[config.mk]
export PLATFORM = sky130hd
export DESIGN_NAME = decode_stage
export DESIGN_NICKNAME = d
export VERILOG_FILES = /design/src/rtl/decode_stage.sv
export SDC_FILE = /design/constraint.sdc
export NUM_CORES = 2
export LEC_CHECK = 0
export CAP_MARGIN = 10
export CORE_AREA = 2 2 314 316
export DETAILED_ROUTE_END_ITERATION = 8
export DIE_AREA = 0 0 316 318
export PLACE_DENSITY = 0.73
export SLEW_MARGIN = 20
export SYNTH_ARGS = -nofsm -noshare
export SYNTH_HDL_FRONTEND = slang
export SYNTH_SLANG_ARGS = --single-unit
[constraint.sdc]
create_clock -name clk -period 3.6 [get_ports clk]
set_input_delay 0.54 -clock clk [delete_from_list [all_inputs] [get_ports clk]]
set_output_delay 0.54 -clock clk [all_outputs]
set_load 0.01 [all_outputs]
[src/rtl/decode_stage.sv]
// RV32 decode stage: ADD/SUB/SLT and ADDI/SLTI decode, register file, one-entry output hold.
// Optional macro DECODE_BYPASS_EN forwards same-cycle writeback data into operand reads.
module decode_stage #(
  parameter int WIDTH = 32,
  parameter int NREGS = 32
) (
  input  logic             clk,
  input  logic             reset_n,
  input  logic             in_valid,
  output logic             in_ready,
  input  logic [31:0]      in_instr,
  input  logic             wb_en,
  input  logic [4:0]       wb_rd,
  input  logic [WIDTH-1:0] wb_data,
  output logic             out_valid,
  input  logic             out_ready,
  output logic [2:0]       out_op,
  output logic [WIDTH-1:0] out_x,
  output logic [WIDTH-1:0] out_y,
  output logic [4:0]       out_rd,
  output logic             illegal
);

  localparam int IW = (NREGS > 1) ? $clog2(NREGS) : 1;

  typedef enum logic [2:0] {
    OP_ZERO = 3'd0,
    OP_ADD  = 3'd1,
    OP_SUB  = 3'd2,
    OP_LT   = 3'd3
  } alu_op_e;

  logic [WIDTH-1:0] regs_q [NREGS];
  logic [WIDTH-1:0] regs_d [NREGS];

  logic             out_valid_q, out_valid_d;
  alu_op_e          out_op_q, out_op_d;
  logic [WIDTH-1:0] out_x_q, out_x_d;
  logic [WIDTH-1:0] out_y_q, out_y_d;
  logic [4:0]       out_rd_q, out_rd_d;
  logic             illegal_q, illegal_d;

  logic [6:0]       opcode, funct7;
  logic [2:0]       funct3;
  logic [4:0]       rs1, rs2, rd;
  logic [WIDTH-1:0] rs1_val, rs2_val, imm_val;
  logic             dec_legal;
  alu_op_e          dec_op;
  logic [WIDTH-1:0] dec_y;
  logic             accept;

  assign opcode  = in_instr[6:0];
  assign rd      = in_instr[11:7];
  assign funct3  = in_instr[14:12];
  assign rs1     = in_instr[19:15];
  assign rs2     = in_instr[24:20];
  assign funct7  = in_instr[31:25];
  assign imm_val = {{(WIDTH-12){in_instr[31]}}, in_instr[31:20]};

  assign in_ready = !out_valid_q || out_ready;
  assign accept   = in_valid && in_ready;

  // Operand read; x0 and out-of-range indices read as zero.
  always_comb begin
    // NOTE: every always_comb output gets a default first so no path leaves it unassigned (no latch).
    rs1_val = '0;
    rs2_val = '0;
    if (rs1 != 5'd0 && int'(rs1) < NREGS) rs1_val = regs_q[rs1[IW-1:0]];
    if (rs2 != 5'd0 && int'(rs2) < NREGS) rs2_val = regs_q[rs2[IW-1:0]];
`ifdef DECODE_BYPASS_EN
    if (wb_en && wb_rd == rs1 && rs1 != 5'd0) rs1_val = wb_data;
    if (wb_en && wb_rd == rs2 && rs2 != 5'd0) rs2_val = wb_data;
`else
`endif
  end

  always_comb begin
    dec_legal = 1'b0;
    dec_op    = OP_ZERO;
    dec_y     = rs2_val;
    case (opcode)
      7'b0110011: begin
        if (funct3 == 3'b000 && funct7 == 7'b0000000) begin
          dec_legal = 1'b1;
          dec_op    = OP_ADD;
        end else if (funct3 == 3'b000 && funct7 == 7'b0100000) begin
          dec_legal = 1'b1;
          dec_op    = OP_SUB;
        end else if (funct3 == 3'b010 && funct7 == 7'b0000000) begin
          dec_legal = 1'b1;
          dec_op    = OP_LT;
        end
      end
      7'b0010011: begin
        dec_y = imm_val;
        if (funct3 == 3'b000) begin
          dec_legal = 1'b1;
          dec_op    = OP_ADD;
        end else if (funct3 == 3'b010) begin
          dec_legal = 1'b1;
          dec_op    = OP_LT;
        end
      end
      default: ;
    endcase
  end

  // Output registers load only on a legal acceptance; an illegal word just pulses illegal.
  always_comb begin
    out_valid_d = out_valid_q && !out_ready;
    out_op_d    = out_op_q;
    out_x_d     = out_x_q;
    out_y_d     = out_y_q;
    out_rd_d    = out_rd_q;
    illegal_d   = accept && !dec_legal;
    if (accept && dec_legal) begin
      out_valid_d = 1'b1;
      out_op_d    = dec_op;
      out_x_d     = rs1_val;
      out_y_d     = dec_y;
      out_rd_d    = rd;
    end
  end

  always_comb begin
    regs_d = regs_q;
    if (wb_en && wb_rd != 5'd0 && int'(wb_rd) < NREGS) regs_d[wb_rd[IW-1:0]] = wb_data;
  end

  // NOTE: sequential state uses non-blocking assignments so all flops update from pre-edge values.
  always_ff @(posedge clk) begin
    if (!reset_n) begin
      out_valid_q <= 1'b0;
      out_op_q    <= OP_ZERO;
      out_x_q     <= '0;
      out_y_q     <= '0;
      out_rd_q    <= '0;
      illegal_q   <= 1'b0;
      // NOTE: the register file is architecturally cleared by reset, so it is built from flops, not RAM.
      for (int i = 0; i < NREGS; i++) regs_q[i] <= '0;
    end else begin
      out_valid_q <= out_valid_d;
      out_op_q    <= out_op_d;
      out_x_q     <= out_x_d;
      out_y_q     <= out_y_d;
      out_rd_q    <= out_rd_d;
      illegal_q   <= illegal_d;
      regs_q      <= regs_d;
    end
  end

  assign out_valid = out_valid_q;
  assign out_op    = out_op_q;
  assign out_x     = out_x_q;
  assign out_y     = out_y_q;
  assign out_rd    = out_rd_q;
  assign illegal   = illegal_q;

endmodule

# ---- Yosys cells after proc, flatten, opt, wreduce, memory -nomap -nowiden
# Cells that the tools add are included.
dict set report totals {
  ram_bits 0
  wordCells 92
  rom_bits 0
  latchBits 0
  memories 0
  out_inout_bits 75
  ff_bits 1098
  input_bits 74
}
dict set report classes {
  eq_ne 4
  shifts 0
  n_reduce_logical 18
  n_lt_le_gt_ge 4
  n_addsub 0
  muxes 25
  n_bitwise 3
  mul 0
  div_mod_pow 0
}
# operator count
set op_table {}
lappend op_table {{1024-bit bitwise mux} 1}
lappend op_table {{32-bit binary-select mux with 5-bit select} 2}
lappend op_table {{32-bit two-way mux} 8}
lappend op_table {{32-bit demux with 5-bit select} 1}
lappend op_table {{6-bit greater-or-equal comparator (second input constant)} 3}
lappend op_table {{5-bit NOT with 6-bit output} 3}
lappend op_table {{5-bit nonzero test} 3}
lappend op_table {{7-bit by 6-bit equality test with 1-bit output (second input constant)} 2}
lappend op_table {{2-bit two-way mux} 5}
lappend op_table {{1-bit logical AND} 9}
lappend op_table {{7-bit by 5-bit equality test with 1-bit output (second input constant)} 1}
lappend op_table {{7-bit logical NOT} 1}
lappend op_table {{6-bit by 1-bit less-than comparator with 1-bit output (second input constant)} 1}
lappend op_table {{1-bit two-way mux} 6}
lappend op_table {{2-bit one-hot mux with 2 select lines} 1}
lappend op_table {{3-bit by 2-bit equality test with 1-bit output (second input constant)} 1}
lappend op_table {{1-bit logical NOT} 3}
lappend op_table {{3-bit logical NOT} 1}
lappend op_table {{1-bit one-hot mux with 2 select lines} 1}
lappend op_table {{1-bit logical OR} 1}

# ---- Depth between registers and ports, before layout
dict set report depth {
  word_depth 8
  depth_mapped 10
  ltp_nobuf 5
}

# ---- Least setup slack after synthesis
# OpenSTA, ideal clock, no wires.
dict set report synth_path {
  kind {input-to-reg}
  start {input port in_instr[20]}
  end {register out_y_q[5] (netlist: out_y[5])}
  required_time_ps 3475
  path_buffers 4
  arrival_time_ps 2580
  setup_time_ps 125
  slack_ps 894
  cell_stages 8
  path_cell_list {buf_2 buf_2 buf_2 buf_2 mux4_2 a221o_1 nand3_1 a31oi_1}
}
dict set report synth_via {
  elab_chain_cells 6
  word_cells_on_any_way 7
  classes_between {5 x mux; 1 x bitwise; 1 x reduce/logical}
}
# item line_no
set synth_rtl {}
lappend synth_rtl {{start: declaration} 11} ;# input logic [31:0] in_instr,
lappend synth_rtl {{5-bit NOT with 6-bit output (implied by the code)} 69} ;# if (rs2 != 5'd0 && int'(rs2) < NREGS) rs2_val = regs_q[rs2[IW-1:0]];
lappend synth_rtl {{32-bit binary-select mux with 5-bit select} 69}
lappend synth_rtl {{32-bit two-way mux (implied by the code) (2 in series)} 69}
lappend synth_rtl {{32-bit two-way mux (*)} 69}
lappend synth_rtl {{32-bit two-way mux (*)} 81} ;# case (opcode)
lappend synth_rtl {{end signal: assignment} 145} ;# out_y_q <= out_y_d;
lappend synth_rtl {{end: declaration} 39} ;# logic [WIDTH-1:0] out_y_q, out_y_d;
# Every way passes the cells marked *; elsewhere a longest branch is shown, timed or not. The select of a mux whose other input is x is not followed.
# A chain may end at the register's enable or synchronous reset.

# ---- Final worst setup path
dict set report layout_path {
  start {input port in_instr[3]}
  end {register out_x_q[22] (netlist: out_x[22])}
}
dict set report layout_via {
  elab_chain_cells 3
  word_cells_on_any_way 4
  classes_between {2 x eq/ne; 1 x mux; 1 x reduce/logical}
}
# item line_no
set layout_rtl {}
lappend layout_rtl {{7-bit by 5-bit equality test with 1-bit output or 7-bit by 6-bit equality test with 1-bit output (tied branches)} 81}
lappend layout_rtl {{1-bit one-hot mux with 2 select lines (*)} 81}
lappend layout_rtl {{1-bit logical AND (*)} 116} ;# if (accept && dec_legal) begin
lappend layout_rtl {{end signal: assignment} 144} ;# out_x_q <= out_x_d;
lappend layout_rtl {{end: declaration} 38} ;# logic [WIDTH-1:0] out_x_q, out_x_d;
# Every way passes the cells marked *; elsewhere a longest branch is shown, timed or not.

==> reports/results.ini <==
[run_status]
status=finished, final reports clean

[finish]
fin_nets=6229
mostFrequentLayoutCells=nand2_1, dfxtp_1, a21boi_0, mux4_2, mux2i_1
multi_input_area_sq_mm=0.0328
drive_gt1_frac=0.160
register_area_sq_mm=0.0220
layout_commonest_cell=nand2_1
fillers=7681
fin_area_sq_mm=0.0648
area_growth_pct=13.8

[global_route]
grt_overflow=0
antenna_found_initial=9
grtUsageTotal=0.414
grt_pass1_wl_microns=311000
grt_pass1_vias=48200
grt_max_degree=179

[critical_path]
path_class=in -> reg
crit_arrival_ps=3300
crit_fanout=6
crit_required_ps=4200
critPathLaunchType=primary input
cp-end-kind=flop
cp-startpoint=in_instr[3]
rr_worst_depth=6
timing.rr.start=out_valid

[yosys]
synthesis.area_sq_mm=0.0569
ys_async_sr_fraction=0
syn_inst=6274
synth_edf_count=0
synth_ff_type=dfxtp_1
synth.avg_cell_area_sq_um=9.07
synth_cell_types=61
syn_nets=6348
yosysWarnings=0
ys_seq_elements=1097
ys_seq_area_frac=0.386

[route]
ant_nets=0
drc=0
drt_pass1_iterations=6
vias=50700
vias_per_cell=6.73
routed_wl_microns=212000
drt-initial-drc-count=7770
wl_per_cell_microns=28.1

[power]
finalPower_mw=27.4
power_frac_seq=0.448
power.density_mw_per_mm2=423
p_sw_mw=6.81
p_leak_nw=21.4
p_comb_frac=0.088
power_frac_clock=0.464
power.internal_mw=20.6
ir_drop_uv=419
p_sw_frac=0.248

[clock_network]
cts_tree=yes
htree_levels=3
ctsHoldBuffers=0
cts_root_buffer=clkbuf_16
cts.sinks=1097
post_cts_buffers=0
cts_made_buffers=114
cts_resized=0
clockBufferDepth=3
clk_pin_slew_worst_paths_ps=60
clock_latency_ps=710

[hold_path]
min_from=reset_n
worst_hold_path_type=in -> reg
hold_path_depth=2

[placed_design]
port_buffers=147
dp_hpwl_microns=124000
placed_area_sq_mm=0.0607
place.gp.congestion=0.935

[die]
dieArea_sq_mm=0.100
fp.dieW_microns=316
start_util=0.584
die_y_microns=318
pin_count=149
core_sq_mm=0.0974
rows=115

[sta]
tightest_slew_ps=1140
rsz0062_at_grt=no
setup_tns_ps=0
fin_crit_ps=2700
clock.fmax_mhz=370
slew_headroom=0.237
period_share=0.751
finClkSkew_ps=22.2
drv_slew=0
setup_viol=0
hold_viol=0

[flow_run]
max_cap_violations=0

cells in the mapped netlist (51+ instances only):
| cell | n | area share |
|---|---|---|
| and2_1 | 62 | 0.0068 |
| clkbuf_1 | 506 | 0.033 |
| a21boi_0 | 999 | 0.13 |
| mux2_2 | 63 | 0.012 |
| o21ai_0 | 52 | 0.0046 |
| mux2i_1 | 266 | 0.047 |
| mux4_2 | 391 | 0.15 |
| nor2_1 | 51 | 0.0034 |
| a221oi_1 | 63 | 0.0097 |
| buf_2 | 75 | 0.0066 |
| nand2_1 | 2141 | 0.14 |
| dfxtp_1 | 1097 | 0.39 |
sequential cells by signal, indices dropped and copies added, names as in the netlist:
register / flops
illegal: 1
out_op: 2
out_rd: 5
out_valid: 1
out_x: 32
out_y: 32
regs_q: 1024
metal layers:
layer,track usage,routed length (microns),vias up,part of all wire
met1,0.556,79100,24600,0.37
met4,0.213,12100,18,0.057
met5,0,110,-,0.00052
met2,0.602,90300,3580,0.43
li1,-,-,21700,-
met3,0.128,30300,814,0.14
final timing paths:
kind         slack, ps           to
max                900    out_x[22]
min                280   regs_q[47]
max reg2reg       1380    out_x[22]
min reg2reg        470  regs_q[996]
metrics by stage:
step	setup slack (ps)	cells	hold slack, ps	util
3_5_place_dp	236	7326	446	0.624
3_3_place_gp	241	7326	444	0.624
6_report	898	7540	281	0.665
2_1_floorplan	894	6274	425	-
5_1_grt	819	7539	301	0.665
4_1_cts	954	7539	269	0.665
worst max-delay path, cell delays in order:
cell and delay, ps:
clkdlybuf4s50_1 410, or4b_4 540, or4_1 570, or3_2 620, and2_1 260, buf_4 160, a32o_1 200
logic make-up after synthesis:
logic type,Yosys count,share of synthesized area
AO/OA/AOI/OAI,1399,0.186
AND/OR/NAND/NOR,2418,0.170
buffers and inverters,639,0.0445
flip-flops,1097,0.386
multiplexers,720,0.214
other,1,0.0000659
final cells by class:
class,count,area share
antenna,1,0.0000386
clock buffer,174,0.0534
clock inverter,39,0.00875
inverter,4,0.000232
multi-input combinational,4538,0.506
sequential,1097,0.339
tap,1287,0.0249
timing repair buffer,400,0.0678
power groups by stage:
stage | clock network (mW) | registers, mW | logic [mW]
global route | 13.3 | 12.3 | 2.46
floorplan | 0 | 12.5 | 1.39
global placement | 0 | 12.5 | 2.29
CTS | 12.7 | 12.3 | 2.31
detailed placement | 0 | 12.5 | 2.30
finish | 12.7 | 12.3 | 2.41
(Power assumes the default switching activity.)
==> patch, RTL diff (same flow settings) <==
Change the parameter `NREGS` from 32 to 16.
--- a/src/rtl/decode_stage.sv
+++ b/src/rtl/decode_stage.sv
@@ -2,7 +2,7 @@
 // Optional macro DECODE_BYPASS_EN forwards same-cycle writeback data into operand reads.
 module decode_stage #(
   parameter int WIDTH = 32,
-  parameter int NREGS = 32
+  parameter int NREGS = 16
 ) (
   input  logic             clk,
   input  logic             reset_n,
Behaviour: not the same (Yosys sat finds a counterexample within 4 cycles, from zero or initial values and one cycle with reset_n low).
==> patch against the unedited design <==
Clock power is 53% lower; critical endpoint is now out_x[24]; routed wire length is 53% lower; total power is 50% lower; sequential cell count is 512 lower; hold slack better by 100 ps; highest routed layer unchanged; core utilization is 31 points lower; synthesized cell count is 51% lower; sequential share of layout area is 0.37 points higher; cell area is 47% lower; non-clock buffer count is 174 lower; synthesized area is 48% lower; setup slack better by 8.4 ps; largest power group is now sequential cells; critical path depth stayed put.
==> patch: results (changes against the unedited design) <==
| Metric | Value |
|---|---|
| Initial antenna violation count | 10 (+1) |
| # fillers | 9538 (+24%) |
| Worst-margin pin slew | 1070 ps (-72.0 ps) |
| Dominant cells by area after synthesis | dfxtp_1 (40%), mux4_2 (20%), nand2_1 (13%), a21boi_0 (12%), mux2i_1 (3.6%) |
| Place WS | 452 ps (+216 ps) |
| Routability cong. | 0.833 (-11%) |
| Post-synthesis mux area share | 23.7% (+2.3 points) |
| Post-route clock skew | 23.1 ps (+0.860 ps) |
| Mean post-synth cell area | 9.65 um^2 (+6.4%) |
| Layout cells sized above 1 | 16.1% (+0.095 points) |
| Seq power | 6.54 mW (-47%) |
| PD cells | 398 mW/mm^2 (-6.0%) |
| Placed inst area | 0.0323 mm^2 (-47%) |
| Inst Count DP | 4273 (-42%) |
| Status | completed |
| GRT Overall Usage | 19.5% (-22 points) |
| Number of buffers created by CTS | 57 (-50%) |
| 1st-iter DRT viols | 2769 (-64%) |
| Max reg flops | 512 (-50%) |
| Vias in the first global route | 23800 (-51%) |
| Max VDD drop | 360 uV (-14%) |
| Detailed Route WL | 99700 um (-53%) |
| First-pass GRT wire length | 149000 um (-52%) |
| Slowest stage delay, CP | 660 ps (+40 ps) |
| H-tree levels | 2 (-1) |
| DP HPWL | 59100 um (-52%) |
| Post-synthesis sequential area ratio | 39.8% (+1.2 points) |
| DR vias/cell | 5.51 (-18%) |
| Slowest stage cell, crit path | nor4_1 |
| Clock share of power | 44.4% (-2.0 points) |
| Worst Path Max Fanout | 24 (+18) |
| Worst-Skew Late Latency | 630 ps (-80 ps) |
| Post-synthesis cell type count | 51 (-16%) |
| Worst endpoint data arrival time | 3210 ps (-90 ps) |
| Compound-Gate Fraction of Synth Area | 16.7% (-1.8 points) |
## patch: critical path, delay by kind of cell
kind | cells | cell delay [ps]
AO/OA/AOI/OAI | 1 | 160
buffers and inverters | 2 | 670
AND/OR/NAND/NOR | 4 | 1790
## patch: final cells by class
cell class / instances / area (um^2) / area share [%]
antenna: 3 / 7.51 / 0.0220
clock buffer: 86 / 1700 / 4.97
clock inverter: 17 / 156 / 0.458
inverter: 22 / 82.6 / 0.242
multi-input combinational: 2153 / 16500 / 48.4
sequential: 585 / 11700 / 34.3
tap: 1287 / 1610 / 4.71
timing repair buffer: 226 / 2370 / 6.94
## patch: final timing paths
path,end,start,slack [ps]
min,out_rd[4],reset_n,380
min reg2reg,out_rd[3],out_rd[3],460
max,out_x[24],in_instr[2],910
max reg2reg,out_x[24],out_valid,1850
## patch: per-layer routing
layer,vias up,GRT usage [%],part of all wire (%)
met5,-,0,0.051
met4,10,8.16,4.1
met3,262,4.50,9.7
met2,1269,31.4,47
met1,11900,24.9,39
li1,10600,-,-
